--- config.mk ---
export PLATFORM = sky130hd
export DESIGN_NAME = if_id_buffer
export DESIGN_NICKNAME = d
export VERILOG_FILES = /design/src/rtl/if_id_buffer_pkg.sv /design/src/rtl/if_id_buffer_sat_counter.sv /design/src/rtl/if_id_buffer.sv
export SDC_FILE = /design/constraint.sdc
export NUM_CORES = 1
export LEC_CHECK = 0
export ABC_AREA = 1
export CORE_MARGIN = 3
export CORE_UTILIZATION = 57
export DETAILED_ROUTE_END_ITERATION = 7
export PLACE_DENSITY = 0.95
export SLEW_MARGIN = 20
export SYNTH_ARGS = -nofsm -noshare
export SYNTH_HDL_FRONTEND = slang
export SYNTH_HIERARCHICAL = 1
export SYNTH_SLANG_ARGS = --single-unit
--- constraint.sdc ---
create_clock -name CLK -period 12.2 [get_ports CLK]
set_input_delay 3.66 -clock CLK [delete_from_list [all_inputs] [get_ports CLK]]
set_output_delay 3.66 -clock CLK [all_outputs]
set_load 0.005 [all_outputs]
--- src/rtl/if_id_buffer_pkg.sv ---
// Shared constants for the IF/ID elastic buffer: state encodings and the
// NOP word that decode also treats as a bubble.
package if_id_buffer_pkg;

  localparam logic [1:0] ST_EMPTY = 2'd0;
  localparam logic [1:0] ST_ONE   = 2'd1;
  localparam logic [1:0] ST_TWO   = 2'd2;

  localparam logic [31:0] NOP_WORD = 32'h0000_0000;

endpackage

--- src/rtl/if_id_buffer_sat_counter.sv ---
// Saturating up-counter: increments on inc, sticks at all-ones, clear wins.
module sat_counter #(
  parameter int CNT_W = 16
) (
  input  logic             clk,
  input  logic             rst,
  input  logic             inc,
  input  logic             clear,
  output logic [CNT_W-1:0] count
);

  logic [CNT_W-1:0] count_q, count_d;

  always_comb begin
    count_d = count_q;
    if (clear) begin
      count_d = '0;
    end else if (inc && (count_q != {CNT_W{1'b1}})) begin
      count_d = count_q + 1'b1;
    end
  end

  always_ff @(posedge clk or posedge rst) begin
    if (rst) begin
      count_q <= '0;
    end else begin
      count_q <= count_d;
    end
  end

  assign count = count_q;

endmodule

--- src/rtl/if_id_buffer.sv ---
// Two-entry elastic register between fetch and decode: head entry plus one
// skid slot so fetch may run one beat ahead of a stalled decode.
module if_id_buffer
  import if_id_buffer_pkg::*;
#(
  parameter int                DATA_W    = 32,
  parameter logic [DATA_W-1:0] NOP_INSTR = NOP_WORD,
  parameter int                CNT_W     = 16
) (
  input  logic              CLK,
  input  logic              RST,
  input  logic              FLUSH,
  input  logic              in_valid,
  output logic              in_ready,
  input  logic [DATA_W-1:0] nextPC_in,
  input  logic [DATA_W-1:0] instruction_in,
  output logic              out_valid,
  input  logic              out_ready,
  output logic [DATA_W-1:0] nextPC_out,
  output logic [DATA_W-1:0] instruction_out,
  output logic [CNT_W-1:0]  stall_cnt
);

  logic [1:0]        state_q, state_d;
  logic [DATA_W-1:0] head_pc_q, head_pc_d;
  logic [DATA_W-1:0] head_instr_q, head_instr_d;
  logic [DATA_W-1:0] skid_pc_q, skid_pc_d;
  logic [DATA_W-1:0] skid_instr_q, skid_instr_d;
  logic              push, pop;

  // Handshake outputs depend on state only, so out_ready never reaches in_ready.
  assign in_ready  = (state_q != ST_TWO);
  assign out_valid = (state_q != ST_EMPTY);
  assign push      = in_valid & in_ready;
  assign pop       = out_valid & out_ready;

  always_comb begin
    state_d      = state_q;
    head_pc_d    = head_pc_q;
    head_instr_d = head_instr_q;
    skid_pc_d    = skid_pc_q;
    skid_instr_d = skid_instr_q;
    if (FLUSH) begin
      // Fetch refetches from the branch target, so the beat in flight is dropped.
      if (state_q != ST_EMPTY) begin
        state_d      = ST_EMPTY;
        head_pc_d    = '0;
        head_instr_d = NOP_INSTR;
      end
    end else begin
      case (state_q)
        ST_EMPTY: begin
          if (push) begin
            state_d      = ST_ONE;
            head_pc_d    = nextPC_in;
            head_instr_d = instruction_in;
          end
        end
        ST_ONE: begin
          if (push && pop) begin
            head_pc_d    = nextPC_in;
            head_instr_d = instruction_in;
          end else if (push) begin
            state_d      = ST_TWO;
            skid_pc_d    = nextPC_in;
            skid_instr_d = instruction_in;
          end else if (pop) begin
            state_d = ST_EMPTY;
          end
        end
        ST_TWO: begin
          if (pop) begin
            state_d      = ST_ONE;
            head_pc_d    = skid_pc_q;
            head_instr_d = skid_instr_q;
          end
        end
        default: state_d = ST_EMPTY;
      endcase
    end
  end

  always_ff @(posedge CLK or posedge RST) begin
    if (RST) begin
      state_q      <= ST_EMPTY;
      head_pc_q    <= '0;
      head_instr_q <= NOP_INSTR;
      skid_pc_q    <= '0;
      skid_instr_q <= '0;
    end else begin
      state_q      <= state_d;
      head_pc_q    <= head_pc_d;
      head_instr_q <= head_instr_d;
      skid_pc_q    <= skid_pc_d;
      skid_instr_q <= skid_instr_d;
    end
  end

  assign nextPC_out      = head_pc_q;
  assign instruction_out = out_valid ? head_instr_q : NOP_INSTR;

  sat_counter #(
    .CNT_W (CNT_W)
  ) u_stall_cnt (
    .clk   (CLK),
    .rst   (RST),
    .inc   (out_valid & ~out_ready & ~FLUSH),
    .clear (1'b0),
    .count (stall_cnt)
  );

endmodule

# ---- After elaboration in Yosys (flattened, before gate mapping)
# Index checks and enable logic that the tools add are counted.
dict set report word_totals {
  ff_bits 146
  inputBits 69
  out_inout_bits 82
  word_cells 52
}
dict set report op_classes {
  n_addsub 1
  n_eq_ne 10
  n_mux 20
  bitwise_logic 7
  n_reduce_logical 8
}
# cell count
set ops {}
lappend ops {{two-way mux 32 bit} 10}
lappend ops {{one-hot mux 32 bit (3 select lines)} 2}
lappend ops {{adder 16 x 1 -> 16 bit (second input constant)} 1}
lappend ops {{!= test 16 bit (second input constant)} 1}
lappend ops {{two-way mux 2 bit} 7}
lappend ops {{!= test 3 bit (second input constant)} 4}
lappend ops {{AND reduction 5 bit} 2}
lappend ops {{one-hot mux 2 bit (3 select lines)} 1}
lappend ops {{bitwise AND 1 bit} 4}
lappend ops {{!= test 4 bit (second input constant)} 1}
lappend ops {{AND reduction 4 bit} 1}
lappend ops {{nonzero test 4 bit} 1}
lappend ops {{inverter 1 bit} 3}
lappend ops {{== test 2 x 1 -> 1 bit (second input constant)} 1}
lappend ops {{== test 2 bit (second input constant)} 1}
lappend ops {{logical AND 1 bit} 2}
lappend ops {{zero test 2 bit} 1}
lappend ops {{!= test 2 x 1 -> 1 bit (second input constant)} 1}
lappend ops {{!= test 2 bit (second input constant)} 1}
lappend ops {{nonzero test 2 bit} 1}

# ---- Depth between registers and ports, before layout
dict set report logic_depth {
  depth_word 7
  ltp_mapped 12
}

# ---- By module
# The synthesis kept the hierarchy.
# mod n_inst cells_per_inst area_each_um2
set by_module_without_submodules {}
lappend by_module_without_submodules {if_id_buffer 1 914 6870.3}
lappend by_module_without_submodules {sat_counter 1 161 1081.0}

# ---- Worst setup path before layout
# No wires, ideal clock.
dict set report synth_timing {
  path_type {flip-flop to output port}
  from {register state_q[0]}
  to {output port in_ready}
  arrival_ps 1193
  required_time_ps 8540
  setup_slack_ps 7347
  path_stages_with_launch 6
  cell_sequence {dfrtp_1 > inv_1 > ha_1 > buf_4 > inv_2 > clkbuf_1}
}
dict set report synth_via {
  elab_chain_len 1
}
# item line
set synth_rtl {}
lappend synth_rtl {{from (decl)} if_id_buffer.sv:24} ;# logic [1:0] state_q, state_d;
lappend synth_rtl {{from (signal assigned)} if_id_buffer.sv:91} ;# state_q <= state_d;
lappend synth_rtl {{!= test 2 bit} if_id_buffer.sv:32} ;# assign in_ready = (state_q != ST_TWO);
lappend synth_rtl {{to (decl)} if_id_buffer.sv:14} ;# output logic in_ready,
# Every way passes these cells.

# ---- Worst setup path in the final report
dict set report layout_timing {
  from {input port FLUSH}
  to {register head_pc_q[28] (netlist: nextPC_out[28])}
}
dict set report layout_via {
  elab_chain_len 2
}
# item line
set layout_rtl {}
lappend layout_rtl {{from (decl)} if_id_buffer.sv:12} ;# input logic FLUSH,
lappend layout_rtl {{!= test 3 bit (no source line) (tied with other cells)} -}
lappend layout_rtl {{AND reduction 5 bit (no source line)} -}
lappend layout_rtl {{to (signal assigned)} if_id_buffer.sv:92} ;# head_pc_q <= head_pc_d;
lappend layout_rtl {{to (decl)} if_id_buffer.sv:25} ;# logic [DATA_W-1:0] head_pc_q, head_pc_d;
# Parallel ways exist; a longest one is shown, timed or not.
# A chain may end at the register's enable or synchronous reset.

==> results.py <==
metrics = {
    "clocking": {
        "insertion_delay_ns": 0.43,
        "post_cts_buffers": 0,
        "postCtsHoldBufs": 0,
        "cts_root_buf": "clkbuf_16",
        "clk_pin_slew_worst_paths_ns": 0.06,
        "cts_buffers": 17,
        "clock-sinks": 146,
        "postCtsResizedCells": 0,
        "cts_tree": "yes",
        "htreeDepth": 4,
        "cts_buffer_depth": 2,
    },
    "min_path": {
        "hold_class": "reg -> reg",
    },
    "run_status": {
        "status": "finished clean",
    },
    "critical_path": {
        "rr_startpoint": "state_q[0]",
        "cp_max_fo": 67,
        "ff2ff_setup_slack_ns": 9.24,
        "reg2reg_depth": 8,
        "endpoint_kind": "flop",
        "arrival_ns": 6.49,
        "start_kind": "input pin",
        "path_class": "in -> reg",
        "crit_end": "nextPC_out[28]",
        "rr_endpoint": "nextPC_out[28]",
        "crit_start": "FLUSH",
        "cp_data_required_time_ns": 12.50,
    },
    "die": {
        "initial_core_util_pct": 59.1,
        "io_pins": 151,
        "num_rows": 42,
        "dieWidth_um": 124,
        "die_area_sq_um": 15400,
        "die_h_um": 124,
        "core_sq_um": 13500,
    },
    "yosys": {
        "synth_commonest_cells": "nand2_1 (205), nor2_1 (180), inv_1 (155), dfrtp_1 (146), o21ai_0 (117)",
        "netlist_instances": 1075,
        "synthTopCellsByArea": "dfrtp_1 (46%), nand2_1 (9.7%), nor2_1 (8.5%)",
        "yosysSeqAreaShare_pct": 45.9,
        "ys_async_sr_fraction_pct": 100,
        "yosysWarnings": 6,
        "synthesis.area_sq_um": 7950,
        "syn_area_per_cell_sq_um": 7.40,
        "synth_top_area_share_pct": 45.9,
        "synth-edff-count": 0,
        "yosysTopAreaCell": "dfrtp_1",
        "synth_most_common_cell": "nand2_1",
        "ys_ff_latch": 146,
        "ys.flop_type": "dfrtp_1",
        "ys_types": 30,
    },
    "routing": {
        "first_iter_violations": 908,
        "viasPerCell": 5.43,
        "drt-pass1-iter-count": 6,
        "ant_nets": 0,
        "wl_per_cell_um": 15.1,
        "wl_um": 20800,
        "drc_errors": 0,
        "num_vias": 7477,
    },
    "run": {
        "max_cap_violations": 0,
    },
    "sta": {
        "period_share_pct": 50.7,
        "holdWs_ns": 0.485,
        "finalSetupViolCount": 0,
        "period_minus_slack_ns": 6.19,
        "worst_slew_pin_slew_ns": 0.995,
        "finalHoldViolCount": 0,
        "slew_headroom_pct": 33.6,
        "tns_ns": 0,
        "slew_viol_final": 0,
        "maxClockFrequency_mhz": 162,
        "finClkSkew_ns": 0.00719,
        "rsz0062_at_grt": "false",
    },
    "placement": {
        "io_buffer_count": 150,
        "hpwl_um": 12800,
        "gp_congestion": 0.879,
    },
    "power_and_ir_drop": {
        "p_leak_nw": 5.25,
        "power.density_nw_per_um2": 207,
        "ir_drop_mv": 0.152,
    },
    "finish": {
        "drive_above_1_share_pct": 5.08,
        "area_growth_pct": 25.7,
        "fillers": 999,
        "nNetsFinal": 1263,
        "n_antenna_cell": 0,
        "post-route-util_pct": 74.3,
    },
    "grt": {
        "grt_pass1_wl_um": 33500,
        "grt_pass1_vias": 6975,
        "grt_use_total_pct": 27.6,
        "grt_overflow": 0,
        "antenna_found_initial": 0,
        "grt_max_degree": 113,
    },
}
power by group:
part,internal (mW),switching (mW)
clock,0.317,0.199
combinational,0.320,0.475
sequential,0.665,0.0937
how the worst min path moves through the flow:
| stage | start | slack (ns) | end | cells after the start |
|---|---|---|---|---|
| 6_report | skid_pc_q[14] | 0.49 | skid_pc_q[14] | 2 |
| 2_1_floorplan | skid_instr_q[0] | 0.45 | skid_instr_q[0] | 2 |
| 4_1_cts | skid_pc_q[13] | 0.49 | skid_pc_q[13] | 2 |
| 3_3_place_gp | skid_instr_q[30] | 0.47 | skid_instr_q[30] | 2 |
| 5_1_grt | skid_pc_q[13] | 0.50 | skid_pc_q[13] | 2 |
| 3_5_place_dp | skid_instr_q[13] | 0.47 | skid_instr_q[13] | 2 |
routing by layer:
layer	up-vias	global-route usage (%)	share of wire, %
met2	361	45.0	49
met1	3498	36.3	40
li1	3558	-	-
met5	-	0	0
met4	0	11.6	3.2
met3	60	5.13	8.1
layout make-up:
| class | instances | area, sq um | share of cell area (%) |
|---|---|---|---|
| Clock buffer | 24 | 522 | 5.22 |
| Clock inverter | 8 | 73.8 | 0.738 |
| Inverter | 159 | 603 | 6.03 |
| Multi-Input combinational cell | 706 | 3360 | 33.6 |
| Sequential cell | 146 | 3650 | 36.5 |
| Tap cell | 176 | 220 | 2.20 |
| Timing Repair Buffer | 158 | 1570 | 15.7 |
sequential cells by signal, indices dropped and copies added (netlist names):
| name | cells |
|---|---|
| u_stall_cnt/count | 16 |
| skid_pc_q | 32 |
| head_instr_q | 32 |
| nextPC_out | 32 |
| skid_instr_q | 32 |
| state_q | 2 |
cell families after synthesis:
family / after synthesis / share of synthesized area [%]
buffers and inverters: 227 / 12.2
XOR/XNOR: 3 / 0.331
flip-flops: 146 / 45.9
AO/OA/AOI/OAI: 197 / 14.6
other: 1 / 0.0472
adder cells (fa/ha/maj): 6 / 0.944
AND/OR/NAND/NOR: 495 / 26.0
cell usage in the layout (no fill, tap or decap):
master and instances:
inv_2 2, nand4_1 11, o21ai_0 117, xnor2_1 1
clkdlybuf4s50_1 150, buf_6 1, nor3_1 2, nand3_4 1
nand3_1 81, clkbuf_8 7, nand2_1 204, a21oi_1 1
ha_1 5, a21oi_4 1, nand3b_1 2, o21ai_1 13
xor2_1 2, nand2_4 1, nor2_4 5, nor2_1 180
nor3_2 1, clkinv_4 1, clkinvlp_4 2, clkinv_1 1
nand2_2 5, dfrtp_1 146, clkbuf_16 17, o21bai_1 64
conb_1 5, clkinv_2 5, nor2_2 2, inv_6 1
buf_4 7, bufinv_16 1, ha_2 1, a31oi_1 1
inv_1 154
stage by stage:
| step | instances | area, sq um | total power [mW] | setup WS [ns] |
|---|---|---|---|---|
| finish | 1377 | 10000 | 2.07 | 6.01 |
| global route | 1377 | 10000 | 2.21 | 5.79 |
| CTS | 1377 | 9990 | 2.07 | 6.08 |
| detailed placement | 1345 | 9400 | 1.55 | 5.66 |
| global placement | 1345 | 9400 | 1.51 | 5.73 |
| floorplan | 1079 | 7970 | 1.28 | 5.07 |
worst max-delay path, cell delays in order:
cell,delay [ns]
clkdlybuf4s50_1,0.51
inv_2,0.77
nand3_1,0.18
nand2_2,0.14
clkinv_2,0.75
nand3_1,0.39
nand2_1,0.08
Power figures use the tool's default switching activity.
==> patch: new RTL, same settings <==
Set the parameter `DATA_W` to 40 (it was 32).
--- a/src/rtl/if_id_buffer.sv
+++ b/src/rtl/if_id_buffer.sv
@@ -3,7 +3,7 @@
 module if_id_buffer
   import if_id_buffer_pkg::*;
 #(
-  parameter int                DATA_W    = 32,
+  parameter int                DATA_W    = 40,
   parameter logic [DATA_W-1:0] NOP_INSTR = NOP_WORD,
   parameter int                CNT_W     = 16
 ) (
Interface: changed (resized instruction_in, instruction_out, nextPC_in and nextPC_out); port bits go from 151 to 183. The function was not compared with the original's and may differ.
==> patch against the unedited design <==
Sequential cell count rose by 32; synthesized area rose by 20%; largest cell class unchanged; sequential power rose by 23%; final cell count rose by 20%; largest power group unchanged; die area rose by 19%; cell area rose by 20%; highest routed layer unchanged; clock skew rose by 0.0053 ns; worst setup slack got worse by 1.4 ns; wire length rose by 23%; combinational power rose by 23%; power rose by 23%; register-to-register slack got worse by 1.2 ns; clock power rose by 24%; via count rose by 20%.
==> patch: results (changes against the unedited design) <==
stage,metric,value,unit,change
run_status,outcome,completed,,
clock_tree,post-cts-setup-buffer-count,0,,unchanged
layout,drive_gt1_frac,0.04196,,-0.008833
placement,place_area,11340,um^2,+21%
power_and_ir_drop,peakVddDrop,0.0001223,V,-20%
layout,instances_no_fill,1646,,+20%
placement,port_buffers,182,,+21%
grt,grt_pass1_vias,8542,,+22%
layout,multiInputCombCellCount,841,,+19%
layout,multi_input_area_share,0.3323,,-0.003836
sta,worstMarginPinSlew,1.050,ns,+0.05432 ns
synthesis,synth.top_cell.area_share,0.4682,,+0.008755
synthesis,synth_commonest_cells,"nand2_1, nor2_1, inv_1",,
layout,n_clock_buffer,17,,-29%
placement,post-place-ws,4.498,ns,-1.157 ns
clock_tree,cts.sinks,178,,+22%
layout,fillers,1169,,+17%
synthesis,synth.area.top_cells,"dfrtp_1, nand2_1, nor2_1",,
power_and_ir_drop,p_leak,6.296,nW,+20%
setup_path,worst_path_max_delay_cell,clkinv_2,,
layout,inverters,191,,+20%
setup_path,crit_fanout,82,,+22%
layout,nets,1509,,+19%
placement,post-dp-hpwl,15.63,mm,+22%
floorplanning,fp.dieW,135.2,um,+8.9%
synthesis,yosysSeqAreaShare,0.4682,,+0.008755
drt,first_pass_iters,8,,+2
grt,grt_pass1_wl,41.48,mm,+24%
layout,buffer_area_frac,0.1576,,+0.001010
sta,fin_skew,0.01249,ns,+0.005310 ns
setup_path,cp.arrival,7.89,ns,+1.40 ns
clock_tree,cts_resized,0,,unchanged
drt,via_per_inst,5.441,,+0.21%
drt,drt-initial-drc-count,894,,-1.5%
setup_path,crit_path_max_incr_delay,0.88,ns,+0.11 ns
layout,regArea,4454,um^2,+22%
layout,buffers,189,,+20%
drt,drt-met1-wl,10.32,mm,+24%
drt,post_drt_wl_per_cell,15.53,um,+2.8%
synthesis,synth.avg_cell_area,7.374,um^2,-0.30%
layout,clk_share,0.05703,,-0.002537
drt,wl_met3,1.937,mm,+15%
synthesis,yosys.cell_types.count,32,,+6.7%
layout,fin_area,12020,um^2,+20%
grt,grt_max_degree,89,,-21%
placement,gp_congestion,0.8637,,-1.8%
grt,grt_usage,0.2795,,+0.003598
drt,dr_wl_met2,12.54,mm,+24%
patch: changes by cell type in the layout (fill, tap and decap cells not counted), moves of 3 or more:
cell	change
o21ai_1	-11
o21ai_0	+43
clkbuf_8	-7
clkdlybuf4s50_1	+32
o21bai_1	+16
dfrtp_1	+32
nand3_1	+16
nand2_1	+32
bufinv_16	+6
nor2_1	+39
inv_1	+31
nand2_2	-3
patch: final timing paths:
path                                                  start                                to  slack [ns]  cells past startpoint
min in group asynchronous                               RST  u_stall_cnt/count[1]$_DFFE_PP0P_        3.73                      2
worst min-delay path            skid_instr_q[4]$_DFFE_PP0P_       skid_instr_q[4]$_DFFE_PP0P_        0.49                      2
worst min register to register  skid_instr_q[4]$_DFFE_PP0P_       skid_instr_q[4]$_DFFE_PP0P_        0.49                      2
worst max-delay path                                  FLUSH            state_q[1]$_DFFE_PP0P_        4.63                      9
worst max register to register       state_q[0]$_DFFE_PP0P_            state_q[1]$_DFFE_PP0P_        8.04                     12
max in group asynchronous                               RST       head_instr_q[8]$_DFFE_PP0P_        6.95                      3
patch: per-layer routing:
metal,vias up,GRT usage
met5,-,0
met1,4197,0.3693
li1,4258,-
met4,0,0.1025
met2,445,0.4616
met3,56,0.05498
patch: cell families after synthesis:
group           Yosys count  synth area share
other cells               1         0.0003942
xor+xnor                  3          0.002763
simple gates            582            0.2535
compound gates          245            0.1505
buf+inv                 275            0.1168
flops                   178            0.4682
fa+ha+maj                 6          0.007891
patch: power by group:
| part | switching (mW) | internal [mW] |
|---|---|---|
| clock network | 0.235 | 0.404 |
| registers | 0.118 | 0.815 |
| logic | 0.591 | 0.389 |
